**src/rtl/output_drain_ctrl_pkg.sv**
```systemverilog
// Shared types for the output drain controller: FSM state encoding and the
// result-entry record stored in the drain FIFO.
package output_drain_ctrl_pkg;

    typedef enum logic [1:0] {
        ST_IDLE   = 2'd0,
        ST_STREAM = 2'd1,
        ST_DRAIN  = 2'd2,
        ST_DONE   = 2'd3
    } state_e;

    localparam int DEF_DATA_WIDTH  = 16;
    localparam int DEF_COORD_WIDTH = 32;

    // Entry record at the default widths; storage packs fields in this order.
    typedef struct packed {
        logic [DEF_DATA_WIDTH-1:0]  data;
        logic [DEF_COORD_WIDTH-1:0] x;
        logic [DEF_COORD_WIDTH-1:0] y;
        logic [DEF_COORD_WIDTH-1:0] ch;
    } entry_t;

    // Width of one packed entry {data, x, y, ch}.
    function automatic int entry_width(input int dw, input int cw);
        return dw + 3 * cw;
    endfunction

endpackage

```
**src/rtl/output_drain_ctrl_sync_fifo_mem.sv**
```systemverilog
// Drain FIFO storage: one synchronous write port and an asynchronous read of
// the head so the controller can present first-word-fall-through data.
// Storage is intentionally not reset.
module sync_fifo_mem #(
    parameter int DEPTH = 4,
    parameter int WIDTH = 112,
    localparam int AW   = $clog2(DEPTH)
) (
    input  logic             clk,
    input  logic             wr_en,
    input  logic [AW-1:0]    wr_addr,
    input  logic [WIDTH-1:0] wr_data,
    input  logic [AW-1:0]    rd_addr,
    output logic [WIDTH-1:0] rd_data
);

    logic [WIDTH-1:0] mem_q [DEPTH];

    // Write the pushed entry into its slot.
    always_ff @(posedge clk) begin
        if (wr_en) begin
            mem_q[wr_addr] <= wr_data;
        end
    end

    assign rd_data = mem_q[rd_addr];

endmodule

```
**src/rtl/output_drain_ctrl.sv**
```systemverilog
// Output drain controller: buffers datapath results tagged with coordinates,
// presents them to the host in push order, back-pressures the sequencer when
// nearly full and pulses done once the final result of a layer has drained.
//
// state  | meaning
// IDLE   | waiting for start
// STREAM | accepting results until the in_last entry is pushed
// DRAIN  | no more input; emptying the FIFO to the host
// DONE   | one-cycle done pulse, then back to IDLE
module output_drain_ctrl
    import output_drain_ctrl_pkg::*;
#(
    parameter int DEPTH       = 4,
    parameter int DATA_WIDTH  = 16,
    parameter int COORD_WIDTH = 32
) (
    input  logic                   clk,
    input  logic                   arst_n_in,
    input  logic                   start,
    output logic                   busy,
    input  logic                   in_valid,
    input  logic                   in_last,
    input  logic [DATA_WIDTH-1:0]  in_data,
    input  logic [COORD_WIDTH-1:0] in_x,
    input  logic [COORD_WIDTH-1:0] in_y,
    input  logic [COORD_WIDTH-1:0] in_ch,
    output logic                   stall,
    output logic                   out_valid,
    input  logic                   out_ready,
    output logic [DATA_WIDTH-1:0]  out_data,
    output logic [COORD_WIDTH-1:0] out_x,
    output logic [COORD_WIDTH-1:0] out_y,
    output logic [COORD_WIDTH-1:0] out_ch,
    output logic                   done,
    output logic                   overflow
);

    localparam int PTR_W = $clog2(DEPTH);
    localparam int CNT_W = PTR_W + 1;
    localparam int ENT_W = entry_width(DATA_WIDTH, COORD_WIDTH);
    localparam logic [CNT_W-1:0] CNT_FULL  = CNT_W'(DEPTH);
    localparam logic [CNT_W-1:0] CNT_STALL = CNT_W'(DEPTH - 1);

    state_e           state_q, state_d;
    logic [PTR_W-1:0] wr_ptr_q, wr_ptr_d;
    logic [PTR_W-1:0] rd_ptr_q, rd_ptr_d;
    logic [CNT_W-1:0] count_q, count_d;
    logic             overflow_q, overflow_d;

    logic             in_stream;
    logic             push;
    logic             pop;
    logic             drop;
    logic [ENT_W-1:0] wr_entry;
    logic [ENT_W-1:0] rd_entry;

    assign in_stream = (state_q == ST_STREAM);
    assign out_valid = (count_q != '0) && (state_q == ST_STREAM || state_q == ST_DRAIN);
    assign pop       = out_valid && out_ready;
    // A pop in the same cycle frees the slot, so a push at full is still legal.
    assign push      = in_stream && in_valid && ((count_q < CNT_FULL) || pop);
    assign drop      = in_stream && in_valid && (count_q == CNT_FULL) && !pop;

    // Raised one entry early so the result already in flight still fits.
    assign stall     = in_stream && (count_q >= CNT_STALL);
    assign busy      = (state_q != ST_IDLE);
    assign done      = (state_q == ST_DONE);
    assign overflow  = overflow_q;

    assign wr_entry = {in_data, in_x, in_y, in_ch};
    assign {out_data, out_x, out_y, out_ch} = rd_entry;

    sync_fifo_mem #(
        .DEPTH (DEPTH),
        .WIDTH (ENT_W)
    ) u_mem (
        .clk     (clk),
        .wr_en   (push),
        .wr_addr (wr_ptr_q),
        .wr_data (wr_entry),
        .rd_addr (rd_ptr_q),
        .rd_data (rd_entry)
    );

    // Next-state, pointer, occupancy and sticky-error computation.
    always_comb begin
        state_d    = state_q;
        wr_ptr_d   = wr_ptr_q;
        rd_ptr_d   = rd_ptr_q;
        count_d    = count_q;
        overflow_d = overflow_q;

        if (push) begin
            wr_ptr_d = wr_ptr_q + 1'b1;
        end
        if (pop) begin
            rd_ptr_d = rd_ptr_q + 1'b1;
        end
        case ({push, pop})
            2'b10:   count_d = count_q + 1'b1;
            2'b01:   count_d = count_q - 1'b1;
            default: count_d = count_q;
        endcase

        if (drop) begin
            overflow_d = 1'b1;
        end

        case (state_q)
            ST_IDLE: begin
                if (start) begin
                    state_d    = ST_STREAM;
                    overflow_d = 1'b0;
                end
            end
            ST_STREAM: begin
                if (push && in_last) begin
                    state_d = ST_DRAIN;
                end
            end
            ST_DRAIN: begin
                if (count_d == '0) begin
                    state_d = ST_DONE;
                end
            end
            ST_DONE: begin
                state_d = ST_IDLE;
            end
            default: begin
                state_d = ST_IDLE;
            end
        endcase
    end

    // Register controller state; reset discards all held entries.
    always_ff @(posedge clk or negedge arst_n_in) begin
        if (!arst_n_in) begin
            state_q    <= ST_IDLE;
            wr_ptr_q   <= '0;
            rd_ptr_q   <= '0;
            count_q    <= '0;
            overflow_q <= 1'b0;
        end else begin
            state_q    <= state_d;
            wr_ptr_q   <= wr_ptr_d;
            rd_ptr_q   <= rd_ptr_d;
            count_q    <= count_d;
            overflow_q <= overflow_d;
        end
    end

endmodule

```
**config.mk**
```make
export PLATFORM = sky130hd
export DESIGN_NAME = output_drain_ctrl
export DESIGN_NICKNAME = d
export VERILOG_FILES = /design/src/rtl/output_drain_ctrl_pkg.sv /design/src/rtl/output_drain_ctrl_sync_fifo_mem.sv /design/src/rtl/output_drain_ctrl.sv
export SDC_FILE = /design/constraint.sdc
export NUM_CORES = 1
export LEC_CHECK = 0
export BUFFER_PORTS_ARGS = -buffer_cell sky130_fd_sc_hd__buf_4
export CORE_MARGIN = 2
export CORE_UTILIZATION = 60
export DETAILED_ROUTE_END_ITERATION = 7
export MAX_ROUTING_LAYER = met4
export PLACE_DENSITY = 0.93
export SYNTH_ARGS = -nofsm -noshare
export SYNTH_HDL_FRONTEND = slang
export SYNTH_SLANG_ARGS = --single-unit
```
**constraint.sdc**
```tcl
create_clock -name clk -period 6.3 [get_ports clk]
set_input_delay 1.26 -clock clk [delete_from_list [all_inputs] [get_ports clk]]
set_output_delay 1.26 -clock clk [all_outputs]
set_load 0.01 [all_outputs]
```
Word level (Yosys, flattened, before mapping)
Memory sizes are Yosys's and may differ from the RTL's.
Cells that the tools add are included.
- register bits: 10
- memory bits (writable): 448
- input bits: 118
- output and inout bits: 117
- memories: 1
- add/subtract/negate cells: 4
- $lt $le $gt $ge: 2
- equal/unequal tests: 9
- muxes and demuxes: 10
- reductions and logical operators: 16
- memory list (name ; depth ; bits a word ; rd ports ; clocked after Yosys merged registers in ; wr ports ; RTL line ; source):
    u_mem.mem_q ; 4 ; 112 ; 1 ; 0 ; 1 ; output_drain_ctrl_sync_fifo_mem.sv:17 ; logic [WIDTH-1:0] mem_q [DEPTH];
- operator list (cell ; number):
    $logic_and 1x1->1 ; 8
    $pmux 2 s4 ; 1
    $eq 2x2->1 const B ; 3
    $mux 2 ; 3
    $pmux 3 s2 ; 1
    $mux 1 ; 5
    $add 2x1->2 const B ; 2
    $eq 2x1->1 const B ; 2
    $ne 2x1->1 const B ; 2
    $add 3x1->3 const B ; 1
    $eq 3x3->1 const B ; 1
    $ge 3x2->1 const B ; 1
    $logic_not 3->1 ; 1
    $lt 3x3->1 const B ; 1
    $reduce_and 3->1 ; 1
    $reduce_bool 3->1 ; 1
    $sub 3x1->3 const B ; 1
    $logic_not 2->1 ; 1
    $logic_or 1x1->1 ; 2
    $ne 2x2->1 const B ; 1
    $reduce_bool 2->1 ; 1
    $logic_not 1->1 ; 1

Longest topological paths before layout
Gate-level depths: netlist of run 1.
- depth after elaboration: 11
- gate-level depth with buffers: 12
- depth with buffers taken out: 12

Hierarchy
A second synthesis of run 1 with hierarchy kept.
- cells, all modules: 651
- area, all modules: 16900.0 um^2
- by module, submodules not included (module ; times used ; cells an instance ; area each (um^2) ; seq. area each (um^2)):
    sync_fifo_mem ; 1 ; 589 ; 16276.9 ; 13452.9
    output_drain_ctrl ; 1 ; 62 ; 623.1 ; 250.2

Worst setup path before layout of run 1
OpenSTA, ideal clock, no wires.
- path kind: input-to-reg
- start point: in out_ready
- end point: mem u_mem.mem_q[0][0] (enable)
- setup time: 0.484 ns
- data arrival time: 4.289 ns
- path slack: 1.527 ns
- cell stages on the path: 3
- path through: a21boi_1 -> nor2_1 -> and2_1
- longest elaborated chain between the ends: 5
- ends and longest elaborated chain (element ; RTL line ; source):
    from (decl) ; output_drain_ctrl.sv:29 ; input logic out_ready,
    $logic_and 1x1->1 ; output_drain_ctrl.sv:59 ; assign pop = out_valid && out_ready;
    $logic_or 1x1->1 ; output_drain_ctrl.sv:61 ; assign push = in_stream && in_valid && ((count_q < CNT_FULL) || pop);
    $logic_and 1x1->1 ; output_drain_ctrl.sv:61 ;
    $mux 1 ; output_drain_ctrl_sync_fifo_mem.sv:21 ; if (wr_en) begin
    $mux 1 (not written as such) ; output_drain_ctrl_sync_fifo_mem.sv:22 ; mem_q[wr_addr] <= wr_data;
    to (decl) ; output_drain_ctrl_sync_fifo_mem.sv:17 ;
Every way passes these cells.

Final worst setup path of run 1
- start point: reg rd_ptr_q[1]
- end point: out out_data[6]
- longest elaborated chain between the ends: 1
- ends and longest elaborated chain (element ; RTL line ; source):
    from (decl) ; output_drain_ctrl.sv:46 ; logic [PTR_W-1:0] rd_ptr_q, rd_ptr_d;
    from (signal assigned) ; output_drain_ctrl.sv:146 ; rd_ptr_q <= rd_ptr_d;
    $mem_v2 4x112 ; n/a ;
    to (decl) ; output_drain_ctrl.sv:30 ; output logic [DATA_WIDTH-1:0] out_data,
Every way passes these cells.

==> flow_metrics.tcl, run 1 <==
set metrics [dict create \
    layout_common_cells "edfxtp_1 (448), buf_4 (244), mux4_2 (112), clkbuf_16 (43)" \
    clock_skew_ps 14.9 \
    crit_family "flip-flops" \
    p_leak_nw 6.98 \
    io_pins 235 \
    wire_per_inst_microns 24.9 \
    cts_root_buf "clkbuf_16" \
    syn_avg_cell_area_sq_um 25.5 \
    syn_area_sq_um 16900 \
    yosys.cell_types.count 30 \
    die_area_sq_um 29500 \
    period_needed_ps 4230 \
    ctsHtreeMaxLevel 2 \
    grt_pass1_vias 8062 \
    tns_ps 0 \
    layout-drive-gt1-share 0.448 \
    max-cap-violations 0 \
    switching_share 0.274 \
    slew-limit-headroom 0.202 \
    drt_first_pass_iters 5 \
    ctsHoldBuffers 0 \
    tightest_slew_ps 1200 \
    crit_buf_inv 2 \
    detailed_place_hpwl_microns 20300 \
    layout_commonest_cell "edfxtp_1" \
    cp.depth 3 \
    fin_crit_sh 0.672 \
    grt_pass1_wl_microns 48900 \
    comb_power_share 0.280 \
    path_common_cell "buf_4" \
    start_util 0.609 \
    powerDensity_nw_per_um2 435 \
    fp-row-count 61 \
    outcome "completed" \
    fmax_mhz 236 \
    r2r_cells 6 \
    place.gp.congestion 0.784 \
    synthCells 661 \
    dieHeight_microns 172 \
    crit_path_end_kind "output pin" \
    fp.dieW_microns 172 \
    crit_type "reg -> out" \
    vias 7820 \
    peakVddDrop_uv 349 \
    yosysWarningCount 0 \
    cp_slowest_cell "dfrtp_4" \
    synth_nets 790 \
    overflow 0 \
    cp-start-kind "flip-flop" \
    setup_violations 0 \
    power_mw 8.89 \
    synth.area.top_cells "edfxtp_1 (80%), mux4_2 (15%), dfrtp_1 (1.5%)" \
    drv_slew 0 \
    cts_tree "built" \
    p_clk_frac 0.284 \
    post_cts_buffers 0 \
    drt_iter0_drc 867 \
    power_frac_seq 0.436 \
    cts_buffers 43 \
    synth_seq_area_share 0.812 \
    final_hold_viol_count 0 \
    yosys.area.top_type "edfxtp_1" \
    crit_required_ps 5040 \
    drc 0 \
    cp_max_fo 82 \
    crit_chain "buf_4 -> mux4_2 -> buf_4" \
    async_flop_share 0.0218 \
    clk-insertion-delay-late_ps 530 \
    core_sq_um 27700 \
    crit_path_max_incr_delay_ps 1220 \
    vias_per_cell 5.84 \
    synth_edf_count 448 \
    synthDominantCellAreaShare 0.797 \
    layout.nets 1054 \
    p_int_mw 6.46 \
    post_dp_cell_area_sq_um 19000 \
    arrival_ps 2970 \
    cts.sink_count 458 \
    area_delta_synth_final_pct 21.1 \
    holdWs_ps 560 \
    synthFlopType "edfxtp_1" \
    cts_resized 0 \
    holdCritPathClass "in -> async" \
    yosys_register_bits 458 \
    port-buffer-count 234 \
    finalWirelength_microns 33300 \
    grt_usage 0.235 \
    final_util 0.738 \
    clockBufferDepth 3 \
    power_switching_mw 2.43 \
    rsz0062_at_grt "false" \
    grt_antenna_before_repair 0 \
    path_clk_slew_ps 60 \
    grt_max_degree 83 \
    ant_nets 0 \
    finalInstanceArea_sq_um 20400 \
    fillers 1504 \
]
[cells in the mapped netlist, types with 3 or more instances]
cell and instances:
a21oi_1 3, clkbuf_1 3, nor2_1 5, xnor2_1 4, dfrtp_1 10, ha_1 10
and2_1 6, inv_1 10, edfxtp_1 448, nand2_1 7, buf_2 13, mux4_2 112
buf_6 8
[path summary, 6_finish.rpt]
path                                               from                            to  slack [ps]
worst max register to register   state_q[1]$_DFFE_PN0P_  u_mem.mem_q[2][43]$_DFFE_PP_        2980
min in group clk                     overflow$_DFF_PN0_            overflow$_DFF_PN0_         580
max in group asynchronous                     arst_n_in       rd_ptr_q[1]$_DFFE_PN0P_        5570
worst min register to register       overflow$_DFF_PN0_            overflow$_DFF_PN0_         580
worst max-delay path            rd_ptr_q[1]$_DFFE_PN0P_                   out_data[6]        2070
worst min-delay path                          arst_n_in          count_q[1]$_DFF_PN0_         560
[logic make-up (layout without fill, tap and decap cells)]
logic type      count (synthesis)  count (layout)  synth area share
fa+ha+maj                      11              11           0.00860
xor+xnor                        6               6           0.00311
mux                           113             113             0.150
simple gates                   24              24           0.00704
other cells                     0               2                 0
compound gates                 13              13           0.00638
buf+inv                        36             333            0.0128
flops                         458             458             0.812
[routing by layer]
layer	global-route usage	routed length [microns]	vias to the layer above	part of all wire
met5	-	0	-	0
met1	0.306	12700	4079	0.38
met4	0.0685	766	0	0.023
li1	-	-	3344	-
met2	0.377	17100	337	0.51
met3	0.0559	2760	60	0.083
[metrics by stage]
step                      instances  setup slack, ps
final                          1338             2070
after global routing           1336             1910
after CTS                      1336             2040
after detailed placement       1258             2460
after global placement         1258             2580
after floorplan                 661             1530
[power groups by stage]
| stage | Clock [mW] | Combinational [mW] | Sequential, mW |
|---|---|---|---|
| finish | 2.52 | 2.49 | 3.88 |
| CTS | 2.57 | 2.52 | 3.89 |
| detailed placement | 0 | 2.50 | 3.95 |
| global placement | 0 | 2.46 | 3.93 |
| global route | 2.67 | 2.65 | 3.92 |
| floorplan | 0 | 1.66 | 3.74 |
[state kept, by name, summed over array words and instances (netlist names)]
register,cells
overflow,1
rd_ptr_q,2
state_q,2
count_q,3
wr_ptr_q,2
u_mem.mem_q,448
[area by class of cell]
type	count	area (sq um)	share of cell area
Tap cell	378	473	0.0231
Clock buffer	46	1090	0.0532
Multi-Input combinational cell	167	2970	0.145
Clock inverter	32	302	0.0148
Antenna cell	2	5.00	0.000245
Timing Repair Buffer	245	1850	0.0906
Inverter	10	37.5	0.00184
Sequential cell	458	13700	0.671
No activity file was read; power rests on OpenSTA's default activity.
==> run 2: changes to the inputs <==
--- a/config.mk
+++ b/config.mk
@@ -7,10 +7,10 @@
 export LEC_CHECK = 0
 export BUFFER_PORTS_ARGS = -buffer_cell sky130_fd_sc_hd__buf_4
 export CORE_MARGIN = 2
-export CORE_UTILIZATION = 60
+export CORE_UTILIZATION = 57
 export DETAILED_ROUTE_END_ITERATION = 7
 export MAX_ROUTING_LAYER = met4
-export PLACE_DENSITY = 0.93
+export PLACE_DENSITY = 0.89
 export SYNTH_ARGS = -nofsm -noshare
 export SYNTH_HDL_FRONTEND = slang
 export SYNTH_SLANG_ARGS = --single-unit
==> constraint.sdc (replaced) <==
create_clock -name clk -period 4 [get_ports clk]
set_input_delay 0.8 -clock clk [delete_from_list [all_inputs] [get_ports clk]]
set_output_delay 0.8 -clock clk [all_outputs]
set_load 0.01 [all_outputs]
==> flow_metrics.tcl, run 2 (synthesized netlist as in run 1, its figures left out) <==
set metrics [dict create \
    p_leak_nw 7.10 \
    cp_max_fo 31 \
    powerDensity_nw_per_um2 688 \
    finalWorstSetupSlack_ps 681 \
    fin_crit_sh 0.830 \
    clockBufferDepth 3 \
    power_frac_seq 0.420 \
    crit_chain "buf_12 -> mux4_2 -> buf_4" \
    cp-start-kind "flip-flop" \
    stdcell_count 1358 \
    drt_iter0_drc 617 \
    io_pins 235 \
    area_delta_synth_final_pct 22.8 \
    die_area_sq_um 31000 \
    ctsHtreeMaxLevel 2 \
    peakVddDrop_uv 506 \
    vias_per_cell 5.75 \
    clock_skew_ps 22.6 \
    placed_cells 1274 \
    grt_antenna_before_repair 0 \
    rsz0062_at_grt "false" \
    crit_buf_inv 2 \
    comb_power_share 0.289 \
    arrival_ps 2520 \
    cts_buffers 45 \
    grt_max_degree 63 \
    crit_path_end_kind "output pin" \
    port-buffer-count 234 \
    dieHeight_microns 176 \
    path_clk_slew_ps 60 \
    regMostFlops "u_mem.mem_q" \
    crit_path_max_incr_delay_ps 860 \
    fp.dieW_microns 176 \
    core_sq_um 28900 \
    detailed_place_hpwl_microns 20100 \
    drv_slew 0 \
    largest_reg_flops 448 \
    holdCritPathClass "in -> async" \
    cts_root_buf "clkbuf_16" \
    max-cap-violations 0 \
    reg_top3 "u_mem.mem_q (448), count_q (3)" \
    layout_commonest_cell "edfxtp_1" \
    layout-drive-gt1-share 0.451 \
    overflow 0 \
    vias 7802 \
    cp_slowest_cell "dfrtp_4" \
    period_needed_ps 3320 \
    finalWirelength_microns 33300 \
    post_cts_buffers 0 \
    fmax_mhz 301 \
    outcome "completed" \
    tightest_slew_ps 761 \
    clk-insertion-delay-late_ps 550 \
    grt_pass1_vias 8382 \
    fillers 1625 \
    grt_usage 0.228 \
    post-place-ws_ps 934 \
    switching_share 0.272 \
    layout_common_cells "edfxtp_1 (448), buf_4 (245), mux4_2 (112), clkbuf_16 (47), clkbuf_1 (12)" \
    cts_resized 0 \
    crit_required_ps 3200 \
    cts.sink_count 458 \
    drt_first_pass_iters 5 \
    grt_pass1_wl_microns 50600 \
    setup_violations 0 \
    final_hold_viol_count 0 \
    place.gp.congestion 0.758 \
    p_int_mw 10.4 \
    fp-row-count 62 \
    cts_tree "built" \
    tns_ps 0 \
    wire_per_inst_microns 24.5 \
    power_switching_mw 3.88 \
    ant_nets 0 \
    diodes 0 \
    start_util 0.583 \
    crit_type "reg -> out" \
    ctsHoldBuffers 0 \
    layout.nets 1066 \
    crit_family "flip-flops" \
    slew-limit-headroom 0.493 \
    drc 0 \
    p_clk_frac 0.292 \
]
==> run 2: final cells by class <==
| cell class | instances | area (sq um) | area share |
|---|---|---|---|
| Sequential cell | 458 | 13700 | 0.662 |
| Multi-Input combinational cell | 167 | 2970 | 0.143 |
| Timing Repair Buffer | 255 | 2040 | 0.0985 |
| Clock buffer | 60 | 1230 | 0.0596 |
| Tap cell | 384 | 480 | 0.0232 |
| Clock inverter | 24 | 245 | 0.0118 |
| Inverter | 10 | 37.5 | 0.00181 |
==> run 2: per-stage QoR <==
step | power, mW | hold slack [ps] | instance area, sq um | utilization
floorplan | 8.48 | 504 | 16900 | -
global placement | 10.1 | 531 | 19200 | 0.665
detailed placement | 10.2 | 533 | 19200 | 0.665
CTS | 14.4 | 68.4 | 20700 | 0.716
global route | 14.9 | 77.2 | 20700 | 0.716
finish | 14.3 | 89.9 | 20700 | 0.716
==> run 2: final timing paths <==
kind                                         start                           end  slack [ps]  depth (start not counted)
setup / recovery           rd_ptr_q[0]$_DFFE_PN0P_                      out_x[4]         680                          3
hold / removal                           arst_n_in       wr_ptr_q[1]$_DFFE_PN0P_          90                          1
setup reg to reg            state_q[0]$_DFFE_PN0P_        state_q[0]$_DFFE_PN0P_         940                         12
hold reg to reg                 overflow$_DFF_PN0_            overflow$_DFF_PN0_         560                          2
max in group asynchronous                arst_n_in       rd_ptr_q[0]$_DFFE_PN0P_        3740                          1
min in group clk                          in_x[20]  u_mem.mem_q[3][84]$_DFFE_PP_         450                          1
==> run 2: layer usage <==
| metal | GRT usage | vias to the layer above | wire, microns |
|---|---|---|---|
| met4 | 0.0720 | 0 | 1030 |
| met1 | 0.277 | 4070 | 12400 |
| met3 | 0.0622 | 72 | 2580 |
| met2 | 0.377 | 285 | 17300 |
| met5 | - | - | 0 |
| li1 | - | 3375 | - |
==> run 2: power by group through the flow <==
stage	registers (mW)	clock network, mW	logic (mW)
3_5_place_dp	6.09	0	4.16
5_1_grt	6.03	4.41	4.41
6_report	5.98	4.16	4.11
3_3_place_gp	6.06	0	4.08
4_1_cts	6.00	4.24	4.20
2_1_floorplan	5.87	0	2.61
==> run 3: changes to the inputs <==
==> constraint.sdc (replaced) <==
create_clock -name clk -period 3.2 [get_ports clk]
set_input_delay 0.64 -clock clk [delete_from_list [all_inputs] [get_ports clk]]
set_output_delay 0.64 -clock clk [all_outputs]
set_load 0.01 [all_outputs]
==> flow_metrics.tcl, run 3 (synthesized netlist as in run 1, its figures left out) <==
set metrics [dict create \
    outcome "completed" \
    layout-drive-gt1-share 0.449 \
    fin_crit_sh 0.936 \
    regArea_sq_um 13700 \
    final_util 0.711 \
    area_delta_synth_final_pct 22.0 \
    clockBufferDepth 3 \
    tightest_slew_ps 598 \
    drt_iter0_drc 661 \
    reg2reg_to "state_q[1]$_DFFE_PN0P_" \
    grt_antenna_before_repair 0 \
    p_leak_nw 7.03 \
    final_hold_viol_count 0 \
    diodes 0 \
    fillers 1615 \
    fmax_mhz 334 \
    layout.nets 1062 \
    largest_reg_flops 448 \
    crit_required_ps 3600 \
    drt_first_pass_iters 5 \
    peakVddDrop_uv 510 \
    finalWorstSetupSlack_ps 205 \
    grt_pass1_vias 8444 \
    hold_path_depth 1 \
    detailed_place_hpwl_microns 19300 \
    cp_max_fo 8 \
    finalWirelength_microns 32800 \
    start_util 0.583 \
    post-place-ws_ps 93.5 \
    crit_buf_inv 4 \
    cts_tree "built" \
    path_clk_slew_ps 60 \
    crit_family "adder cells" \
    fp-row-count 62 \
    crit_type "reg -> reg" \
    place.gp.congestion 0.786 \
    period_needed_ps 2990 \
    fp.dieW_microns 176 \
    max-cap-violations 0 \
    grt_max_degree 78 \
    crit_path_end_kind "flip-flop" \
    overflow 0 \
    cts_buffers 44 \
    placed_cells 1269 \
    worstReg2RegStart "state_q[1]$_DFFE_PN0P_" \
    grt_usage 0.223 \
    crit_path_max_incr_delay_ps 440 \
    reg_top3 "u_mem.mem_q (448), count_q (3)" \
    grt_pass1_wl_microns 50000 \
    cp-start-kind "flip-flop" \
    slew-limit-headroom 0.601 \
    holdCritPathClass "in -> reg" \
    powerDensity_nw_per_um2 851 \
    vias 7755 \
    crit_chain "inv_1 -> ha_1 -> a21boi_2 -> nor2_2 -> inv_1 -> ha_1 -> inv_1 -> fa_1 -> xnor2_1 -> a221oi_2 -> buf_4 -> a21o_1 -> nand3_1" \
    tns_ps 0 \
    cp_slowest_cell "dfrtp_1" \
    multi_input_area_sq_um 2970 \
    cts_root_buf "clkbuf_16" \
    arrival_ps 3390 \
    setup_violations 0 \
    drc 0 \
    ant_nets 0 \
    min_to "u_mem.mem_q[3][67]$_DFFE_PP_" \
    power_mw 17.5 \
    drv_slew 0 \
    clock_skew_ps 23.5 \
    layout_commonest_cell "edfxtp_1" \
    core_sq_um 28900 \
    reg2reg_slack_ps 210 \
    hp-start "in_x[3]" \
    io_pins 235 \
    ctsHtreeMaxLevel 2 \
    regMostFlops "u_mem.mem_q" \
    port-buffer-count 234 \
    cts.sink_count 458 \
    die_area_sq_um 31000 \
    r2r_cells 13 \
    rsz0062_at_grt "false" \
    stdcell_count 1349 \
    vias_per_cell 5.75 \
    dieHeight_microns 176 \
    layout_common_cells "edfxtp_1 (448), buf_4 (240), mux4_2 (112), clkbuf_16 (45), buf_12 (11)" \
    wire_per_inst_microns 24.3 \
    clk-insertion-delay-late_ps 530 \
    path_common_cell "inv_1" \
]
-- run 3: per-layer routing --
layer | vias up | global-route usage | part of all wire
li1 | 3361 | - | -
met1 | 4067 | 0.282 | 0.39
met2 | 290 | 0.380 | 0.54
met3 | 37 | 0.0441 | 0.062
met4 | 0 | 0.0465 | 0.014
met5 | - | - | 0
-- run 3: power by group --
group	total, mW	leakage [nW]	internal, mW	switching [mW]
Sequential	7.36	4.16	7.11	0.243
Clock	4.85	0.664	2.81	2.04
Combinational	5.31	2.21	2.78	2.53
Total	17.5	7.03	12.7	4.81
-- run 3: worst max-delay path by stage --
stage                                       from                           to  slack, ps  cells after the start
after floorplan           state_q[0]$_DFFE_PN0P_  u_mem.mem_q[0][0]$_DFFE_PP_        130                      5
after global placement    state_q[1]$_DFFE_PN0P_       state_q[0]$_DFFE_PN0P_        270                     12
after detailed placement  state_q[0]$_DFFE_PN0P_       state_q[0]$_DFFE_PN0P_         90                     12
after CTS                 state_q[1]$_DFFE_PN0P_       state_q[0]$_DFFE_PN0P_         50                     12
after global routing      state_q[1]$_DFFE_PN0P_       state_q[1]$_DFFE_PN0P_          8                     13
final                     state_q[1]$_DFFE_PN0P_       state_q[1]$_DFFE_PN0P_        210                     13
-- run 3: worst register-to-register path: stages, from the launching register on --
cell and delay (ps):
dfrtp_1 440, inv_1 130, ha_1 350, a21boi_2 230, nor2_2 130, inv_1 70
ha_1 220, inv_1 70, fa_1 420, xnor2_1 180, a221oi_2 320, buf_4 170
a21o_1 100, nand3_1 50
-- run 3: through the flow --
step,hold WS [ps],instance area (sq um)
after floorplan,344,16900
after global placement,478,19200
after detailed placement,484,19200
after CTS,279,20600
after global routing,290,20600
final,306,20600
-- run 3: repair_timing --
action,4_1_cts,5_1_grt
endpoints found under the hold margin,10,0
setup buffers,0,1
setup endpoints to repair,0,2
hold buffers,1,0
resized for setup,0,3
-- run 3: layout make-up --
type | instances | share of cell area
Clock inverter | 24 | 0.00936
Multi-Input combinational cell | 167 | 0.144
Inverter | 10 | 0.00182
Sequential cell | 458 | 0.666
Clock buffer | 54 | 0.0563
Timing Repair Buffer | 252 | 0.0987
Tap cell | 384 | 0.0233
